### config.mk
export PLATFORM = sky130hd
export DESIGN_NAME = uart_tx
export DESIGN_NICKNAME = d
export VERILOG_FILES = /design/src/rtl/uart_tx_pkg.sv /design/src/rtl/uart_tx_rise_detect.sv /design/src/rtl/uart_tx.sv
export SDC_FILE = /design/constraint.sdc
export NUM_CORES = 1
export LEC_CHECK = 0
export BUFFER_PORTS_ARGS = -buffer_cell sky130_fd_sc_hd__buf_2
export CELL_PAD_IN_SITES_DETAIL_PLACEMENT = 1
export CELL_PAD_IN_SITES_GLOBAL_PLACEMENT = 1
export CORE_ASPECT_RATIO = 0.9
export CORE_UTILIZATION = 40
export CTS_CLUSTER_SIZE = 25
export DETAILED_ROUTE_END_ITERATION = 8
export GPL_ROUTABILITY_DRIVEN = 0
export HOLD_SLACK_MARGIN = 0.06
export PLACE_DENSITY_LB_ADDON = 0.3
export SLEW_MARGIN = 20
export SYNTH_ARGS = -nofsm -noshare
export SYNTH_HDL_FRONTEND = slang
export SYNTH_SLANG_ARGS = --single-unit
### constraint.sdc
create_clock -name clk -period 3.2 [get_ports clk]
set_clock_uncertainty 0.05 [all_clocks]
set_input_delay 0.32 -clock clk [delete_from_list [all_inputs] [get_ports clk]]
set_output_delay 0.32 -clock clk [all_outputs]
set_load 0.02 [all_outputs]
### src/rtl/uart_tx_pkg.sv
// ============================================================================
// Module : uart_tx_pkg
// Brief  : Shared UART definitions: FSM state encodings, parity mode codes
//          and the parity helper. A future uart_rx will import the same
//          package.
// Rev    : 1.0  initial release
// ============================================================================
`default_nettype none

package uart_tx_pkg;

  // Frame sequencer states, 3-bit encoding shared with the receiver.
  typedef enum logic [2:0] {
    ST_IDLE  = 3'd0,
    ST_SYNC  = 3'd1,
    ST_START = 3'd2,
    ST_DATA  = 3'd3,
    ST_PAR   = 3'd4,
    ST_STOP  = 3'd5
  } uart_state_e;

  // Parity mode codes used by the PARITY parameter.
  localparam int PAR_NONE = 0;
  localparam int PAR_ODD  = 1;
  localparam int PAR_EVEN = 2;

  // Bit counter width: enough for the longest payload (8 bits -> index 7).
  localparam int CNT_W = 3;

  // Parity over a zero-extended payload; the padding zeros do not disturb
  // the XOR, so one helper serves every DATA_BITS value.
  function automatic logic parity_bit(input logic [7:0] data, input int mode);
    logic x;
    x = ^data;
    return (mode == PAR_ODD) ? ~x : x;
  endfunction

endpackage

`default_nettype wire

### src/rtl/uart_tx_rise_detect.sv
// ============================================================================
// Module : uart_tx_rise_detect
// Brief  : One-clock strobe on each rising edge of a level input that is
//          already synchronous to clk. The history register resets high so
//          an input that is high while reset releases yields no strobe.
// Rev    : 1.0  initial release
// ============================================================================
`default_nettype none

module uart_tx_rise_detect (
  input  logic clk,
  input  logic rst,
  input  logic in_i,
  output logic pulse_o
);

  logic prev_q;

  // Remember the previous level of the input every clock.
  always_ff @(posedge clk) begin
    if (rst) begin
      prev_q <= 1'b1;
    end else begin
      prev_q <= in_i;
    end
  end

  assign pulse_o = in_i & ~prev_q;

endmodule

`default_nettype wire

### src/rtl/uart_tx.sv
// ============================================================================
// Module : uart_tx
// Brief  : Byte-serial UART transmitter. Bit periods are paced by rising
//          edges of baud_tick (the clock_divider output); bytes arrive over
//          a valid/ready handshake and tx drives the pad directly.
// Rev    : 1.0  initial release
// ============================================================================
`default_nettype none

module uart_tx #(
  parameter int DATA_BITS = 8,
  parameter int PARITY    = 0,
  parameter int STOP_BITS = 1
) (
  input  logic                 clk,
  input  logic                 rst,
  input  logic                 baud_tick,
  input  logic [DATA_BITS-1:0] in_data,
  input  logic                 in_valid,
  output logic                 in_ready,
  output logic                 tx,
  output logic                 busy
);

  import uart_tx_pkg::*;

  // --------------------------------------------------------------------------
  // Elaboration-time parameter legality
  // --------------------------------------------------------------------------
  if (PARITY < PAR_NONE || PARITY > PAR_EVEN) begin : g_bad_parity
    $error("uart_tx: PARITY must be 0 (none), 1 (odd) or 2 (even)");
  end

  if (STOP_BITS < 1 || STOP_BITS > 2) begin : g_bad_stop_bits
    $error("uart_tx: STOP_BITS must be 1 or 2");
  end

  if (DATA_BITS < 5 || DATA_BITS > 8) begin : g_bad_data_bits
    $error("uart_tx: DATA_BITS must be in the range 5..8");
  end

  // Last index of the payload and of the stop-bit run, in counter width.
  localparam logic [CNT_W-1:0] LAST_DATA = CNT_W'(DATA_BITS - 1);
  localparam logic [CNT_W-1:0] LAST_STOP = CNT_W'(STOP_BITS - 1);

  // --------------------------------------------------------------------------
  // Bit-period strobe from the divided clock
  // --------------------------------------------------------------------------
  logic baud_en;

  uart_tx_rise_detect u_tick_edge (
    .clk     (clk),
    .rst     (rst),
    .in_i    (baud_tick),
    .pulse_o (baud_en)
  );

  // --------------------------------------------------------------------------
  // Frame sequencer state
  // --------------------------------------------------------------------------
  uart_state_e            state_q,    state_d;
  logic                   tx_q,       tx_d;
  logic                   in_ready_q, in_ready_d;
  logic                   busy_q,     busy_d;
  logic [DATA_BITS-1:0]   shift_q,    shift_d;
  logic [CNT_W-1:0]       cnt_q,      cnt_d;
  logic                   par_q,      par_d;

  // State register; reset aborts any frame in flight and idles the line.
  always_ff @(posedge clk) begin
    if (rst) begin
      state_q    <= ST_IDLE;
      tx_q       <= 1'b1;
      in_ready_q <= 1'b1;
      busy_q     <= 1'b0;
      shift_q    <= '0;
      cnt_q      <= '0;
      par_q      <= 1'b0;
    end else begin
      state_q    <= state_d;
      tx_q       <= tx_d;
      in_ready_q <= in_ready_d;
      busy_q     <= busy_d;
      shift_q    <= shift_d;
      cnt_q      <= cnt_d;
      par_q      <= par_d;
    end
  end

  // Next-state logic: tx only moves on baud_en, so every bit, including the
  // start bit, is a whole bit period wide.
  always_comb begin
    state_d    = state_q;
    tx_d       = tx_q;
    in_ready_d = in_ready_q;
    busy_d     = busy_q;
    shift_d    = shift_q;
    cnt_d      = cnt_q;
    par_d      = par_q;

    case (state_q)
      ST_IDLE: begin
        // A baud_en landing in the accept cycle is deliberately ignored;
        // SYNC then waits for the next edge to start a full-width start bit.
        if (in_valid && in_ready_q) begin
          shift_d    = in_data;
          par_d      = parity_bit(8'(in_data), PARITY);
          in_ready_d = 1'b0;
          busy_d     = 1'b1;
          state_d    = ST_SYNC;
        end
      end

      ST_SYNC: begin
        if (baud_en) begin
          tx_d    = 1'b0;
          state_d = ST_START;
        end
      end

      ST_START: begin
        if (baud_en) begin
          tx_d    = shift_q[0];
          cnt_d   = '0;
          state_d = ST_DATA;
        end
      end

      ST_DATA: begin
        if (baud_en) begin
          if (cnt_q < LAST_DATA) begin
            // LSB first: the bit going out next is the one above bit 0.
            shift_d = {1'b0, shift_q[DATA_BITS-1:1]};
            tx_d    = shift_q[1];
            cnt_d   = cnt_q + CNT_W'(1);
          end else if (PARITY != PAR_NONE) begin
            tx_d    = par_q;
            state_d = ST_PAR;
          end else begin
            tx_d    = 1'b1;
            cnt_d   = '0;
            state_d = ST_STOP;
          end
        end
      end

      ST_PAR: begin
        if (baud_en) begin
          tx_d    = 1'b1;
          cnt_d   = '0;
          state_d = ST_STOP;
        end
      end

      ST_STOP: begin
        if (baud_en) begin
          if (cnt_q < LAST_STOP) begin
            cnt_d = cnt_q + CNT_W'(1);
          end else begin
            // Ready rises one clock after the final stop edge, so a byte
            // already waiting is taken on the very next clock.
            busy_d     = 1'b0;
            in_ready_d = 1'b1;
            state_d    = ST_IDLE;
          end
        end
      end

      default: begin
        // Unreachable encodings recover to a clean idle line.
        tx_d       = 1'b1;
        in_ready_d = 1'b1;
        busy_d     = 1'b0;
        cnt_d      = '0;
        state_d    = ST_IDLE;
      end
    endcase
  end

  assign tx       = tx_q;
  assign in_ready = in_ready_q;
  assign busy     = busy_q;

endmodule

`default_nettype wire
* Word-level counts from Yosys, hierarchy flattened *
Index checks and enable logic that the tools add are counted.

word-level totals
  output and inout bits = 3
  logic and storage cells = 76
  register bits = 18
  bits of input ports = 12

cells by class
  mux-type cells = 33
  reductions and logical operators = 12
  order comparisons = 2
  bitwise logic cells = 5
  $add $sub $neg = 1
  equal/unequal tests = 16

operators with widths
  kind                   number
  $mux W3                13
  $mux W8                3
  $ne A2 B2 Y1 const B   10
  $pmux W3 S6            1
  $pmux W8 S2            1
  $pmux W3 S4            1
  $mux W1                11
  $reduce_and A5 Y1      2
  $reduce_and A4 Y1      2
  $reduce_and A8 Y1      1
  $eq A3 B2 Y1 const B   2
  $eq A3 B3 Y1 const B   2
  $pmux W1 S3            2
  $reduce_or A2 Y1       3
  $pmux W1 S5            1
  $not A1 Y1             4
  $reduce_or A4 Y1       1
  $add A3 B1 Y3 const B  1
  $eq A3 B1 Y1 const B   1
  $logic_not A3 Y1       1
  $lt A3 B1 Y1 const B   1
  $lt A3 B3 Y1 const B   1
  $ne A2 B1 Y1 const B   1
  $reduce_bool A2 Y1     1
  2 further kinds        2

* Logic depth before layout (Yosys ltp) *
  depth after elaboration = 4
  gate-level depth with buffers = 5
  depth with buffers taken out = 4

* Cells and area by module *
A second synthesis with hierarchy kept.

second synthesis, totals
  cells, all modules = 102
  area, all modules = 908.4 um2

modules (own cells, without submodules)
  module               seq. area each (um2)  area each (um2)  cells an instance  instances
  uart_tx              340.3                 875.8            99                 1
  uart_tx_rise_detect  20.0                  32.5             3                  1

* Worst setup path before layout *
No wires, ideal clock.

  kind = flip-flop to flip-flop
  start = register in_ready_q, in the netlist in_ready
  end = register shift_q[5]
  library setup time = 0.088 ns
  cell stages (with the launch flop) = 6
  arrival = 1.263 ns
  buffers on the path = 1
  period minus slack after synthesis = 1.401 ns
  setup slack = 1.799 ns
  cell sequence = dfxtp_1 > nand4bb_1 > o31ai_4 > buf_6 > a21oi_1 > a311oi_2

on the way
  longest elaborated chain between the ends = 3

RTL lines
  element                      RTL line        RTL
  start, declared              uart_tx.sv:63   logic in_ready_q, in_ready_d;
  start signal, assigned       uart_tx.sv:82   in_ready_q <= in_ready_d;
  $logic_and A1 B1 Y1          uart_tx.sv:105  if (in_valid && in_ready_q) begin
  $ne A2 B2 Y1 (no line)       n/a
  $reduce_and A4 Y1 (no line)  n/a
  end signal, assigned         uart_tx.sv:84   shift_q <= shift_d;
  end, declared                uart_tx.sv:65   logic [DATA_BITS-1:0] shift_q, shift_d;

No other way between the ends.
A chain may end at the register's enable or synchronous reset.

* Worst setup path in the final report *
  start = register state_q[0]
  end = register shift_q[2]

on the way
  longest elaborated chain between the ends = 3
  elaborated cells on any way between the ends = 8
  those cells by class = eq/ne: 4; mux: 1; reduce/logical: 3

RTL lines
  element                                                       RTL line        RTL
  start, declared                                               uart_tx.sv:61   uart_state_e state_q, state_d;
  start signal, assigned                                        uart_tx.sv:80   state_q <= state_d;
  $eq A3 B2 Y1 or $logic_not A3 Y1 (tied branches)              uart_tx.sv:101  case (state_q)
  $ne A2 B2 Y1 (no line) or $reduce_bool A2 Y1 (tied branches)  n/a
  $reduce_and A4 Y1 (no line)                                   n/a

Parallel ways exist; a longest one is shown, timed or not.

==> results summary <==
Hold repair after CTS inserted 0 buffers. The post-layout worst setup margin is 886 ps. STA classifies the critical path startpoint as a flop. The count of cells resized by post-cts repair came out at 0. The antenna diode count came out at 0.

15 I/O pins were placed. The number of I/O port buffers is 14. The insertion delay to the later sink of the worst-skew pair came out at 300 ps. The actual slew at the worst max-slew pin came out at 640 ps. The synthesized netlist cell count is 101.

Once layout is complete, the utilization of the core stands at 47.2%. The area enclosed by the die boundary came out at 2590 sq um. The detailed router's first-iteration violation count is 8. The highest ir drop seen on vdd is 338 uV. The run finished with clean final reports. In the routed design, unresolved DRC markers number 0. The flip-flop and latch count after synthesis came out at 18. The number of global-route vias before repair came out at 798. The instance area after placement is 1010 sq um.

By area the synthesized netlist is led by sky130_fd_sc_hd__dfxtp_1 38%, sky130_fd_sc_hd__mux2i_1 9.4%, sky130_fd_sc_hd__a21oi_1 5.8%. The average cell area after synthesis is 9.45 sq um. The sort of element at the end of the critical path is a flop.

The sequential share of the synthesized area came out at 37.7%. The count of antenna-violating nets left after detailed routing came out at 0. The critical path is of the reg -> reg type. The number of distinct standard cells referenced by the synthesized netlist came out at 39.

The initial utilization of the core area, before any placement, comes to 43.0%. The floorplan has 16 rows. The growth of design area from synthesis to finish is 9.96%.

The fraction of the mapped netlist area in adder cells came out at 1.31%. The synthesized netlist net count is 114. The final clock period utilization by the worst path came out at 72.3%. The time the worst path needs with I/O delays and setup came out at 2310 ps.

The worst endpoint required time came out at 3340 ps. The number of buffers on the longest clock path came out at 2. The aggregate global-route resource usage came out at 18.9%.

The clock sink count is 18. The root buffer cell chosen for the clock tree is sky130_fd_sc_hd__clkbuf_4. The power per standard cell area is 445 nW/um^2. The mapped cell area came out at 955 sq um. The arrival time reported for the critical path endpoint is 2460 ps. The number of antenna violations at the first check in global routing came out at 0. The total number of vias is 791. The pin count of the biggest net entering global routing came out at 19.

The post-synthesis compound-gate area fraction came out at 28.2%. The post-CTS repair timing setup buffer count is 0. The number of enable flip-flop cells after synthesis came out at 0.

After detailed routing, the average wire length per cell comes to 15.7 um. The multiplexer share of the synthesized area is 9.44%. The type of the tightest min-delay check is in -> reg. The region available for standard cell placement spans 2220 sq um.

TritonCTS built the clock tree. By area, the combinational part of the netlist is dominated by compound AO/OA/AOI/OAI gates. The commonest cells after synthesis are 18 x sky130_fd_sc_hd__dfxtp_1, 11 x sky130_fd_sc_hd__a21oi_1, 9 x sky130_fd_sc_hd__mux2i_1, 8 x sky130_fd_sc_hd__nand2_1, 6 x sky130_fd_sc_hd__nor2_1.

The number of warnings printed during yosys synthesis is 0. The share of Yosys cell area claimed by the top area cell type came out at 37.7%. The CTS buffer count is 3. The clock-pin slew of the registers on the worst-case setup and hold paths is 110 ps. Across the run, the number of max-cap violations was 0. The average via count per standard cell came out at 5.73. Summed over all instances, the cell type with the most area after synthesis is sky130_fd_sc_hd__dfxtp_1. The CTS H-tree depth came out at 1. The final setup violation count came out at 0. In the final design database the tool counted 125 nets. The most instantiated library cell after synthesis is sky130_fd_sc_hd__dfxtp_1. The worst relative slew slack came out at 56.7%. The overall die height is 48.3 um. The ratio of cells with drive above 1 in the final layout came out at 25.2%. The share of async-settable or async-resettable flops after synthesis is 0%. The total negative setup slack is 0 ps. The final routed wirelength across all metal layers came out at 2170 um.

Of the total synthesized cell area, the portion taken by XOR and XNOR cells is 0.917%. The number of search-and-repair iterations in the first detailed-routing pass is 2. Along the worst path, the maximum fanout reaches 15. The HPWL after detailed placement is 1580 um. The total count of max-transition violations in the final report came out at 0. After Yosys synthesis, and, or, nand and nor cells account for 16.9% of the synthesized area.

The finished layout cell area is 1050 sq um. Setup repair after global routing left no endpoint under its margin. For this run the aggregate overflow at the end of global routing stands at 0. The first global-routing pass estimated 3680 um of wire. Timing analysis after detailed placement gives a worst setup slack of 924 ps. The most used flip-flop cell after synthesis is sky130_fd_sc_hd__dfxtp_1.

The floorplan die width came out at 53.5 um. The peak clock frequency supported by timing came out at 432 MHz. The final number of hold-violating endpoints came to 0. The analysis attributes to cell leakage a power of 0.442 nW.
==> final timing paths <==
kind / start / endpoint / slack [ps] / cells past startpoint
worst max-delay path: state_q[0] / shift_q[2] / 890 / 4
worst max register to register: state_q[0] / shift_q[2] / 890 / 4
worst min-delay path: in_data[7] / shift_q[7] / 220 / 3
worst min register to register: cnt_q[2] / cnt_q[2] / 430 / 2
==> routing by layer <==
layer | up-vias | part of all wire [%] | routed length (um) | global-route usage, %
met3 | 0 | 2.7 | 58 | 5.66
li1 | 402 | - | - | -
met5 | - | 0 | 0 | 0
met1 | 380 | 49 | 1060 | 25.6
met4 | 0 | 0 | 0 | 2.63
met2 | 9 | 49 | 1060 | 30.0
==> flip-flops by register name, summed over array words and instances (netlist names) <==
| register | flops |
|---|---|
| in_ready | 1 |
| cnt_q | 3 |
| u_tick_edge.prev_q | 1 |
| tx | 1 |
| shift_q | 8 |
| busy | 1 |
| state_q | 3 |
==> critical path: stages, from the launching register on <==
cell and delay (ps):
sky130_fd_sc_hd__dfxtp_1 580, sky130_fd_sc_hd__nand2_1 440, sky130_fd_sc_hd__o31ai_4 680, sky130_fd_sc_hd__a21oi_1 150, sky130_fd_sc_hd__a311oi_1 310
==> cell usage in the layout (no fill, tap or decap), drive strengths merged <==
| cell type | count |
|---|---|
| a311oi | 7 |
| o21ai | 4 |
| o221ai | 1 |
| o311ai | 1 |
| clkbuf | 4 |
| dfxtp | 18 |
| mux2i | 9 |
| ha | 1 |
| o21bai | 2 |
| a211o | 1 |
| a221oi | 1 |
| and4 | 1 |
| nor2b | 3 |
| or2 | 1 |
| and3 | 1 |
| nor3 | 1 |
| nand4bb | 1 |
| nand3b | 1 |
| nor2 | 6 |
| a21oi | 11 |
| a211oi | 1 |
| inv | 2 |
| nand2 | 8 |
| nand2b | 1 |
| o22ai | 1 |
| o221a | 1 |
| o31ai | 1 |
| nor4 | 1 |
| a21o | 1 |
| nand3 | 1 |
| buf | 14 |
| nor3b | 2 |
| a21bo | 1 |
| xor2 | 1 |
==> final cells by class <==
class	count	area, sq um
clock buffer	4	36.3
multi-input combinational	73	542
inverter	2	7.51
sequential	18	360
timing repair buffer	14	70.1
fill	269	1170
tap	27	33.8
==> power breakdown <==
part / internal, mW / switching, mW
Clock: 0.0694 / 0.0724
Combinational: 0.0336 / 0.0384
Sequential: 0.239 / 0.0142
Total: 0.342 / 0.125
==> through the flow <==
stage	instances	total power [mW]	hold WS [ps]
2_1_floorplan	101	0.311	349
3_3_place_gp	134	0.326	406
3_5_place_dp	134	0.330	426
4_1_cts	138	0.474	207
5_1_grt	138	0.493	211
6_report	138	0.467	215
==> logic make-up after synthesis <==
| family | after synthesis |
|---|---|
| AOI/OAI and AO/OA | 34 |
| xor gates and xnor gates | 1 |
| adders and majority gates | 1 |
| buffers and inverters | 10 |
| DFF | 18 |
| muxes | 9 |
| and+or+nand+nor | 28 |
Power figures use the tool's default switching activity.
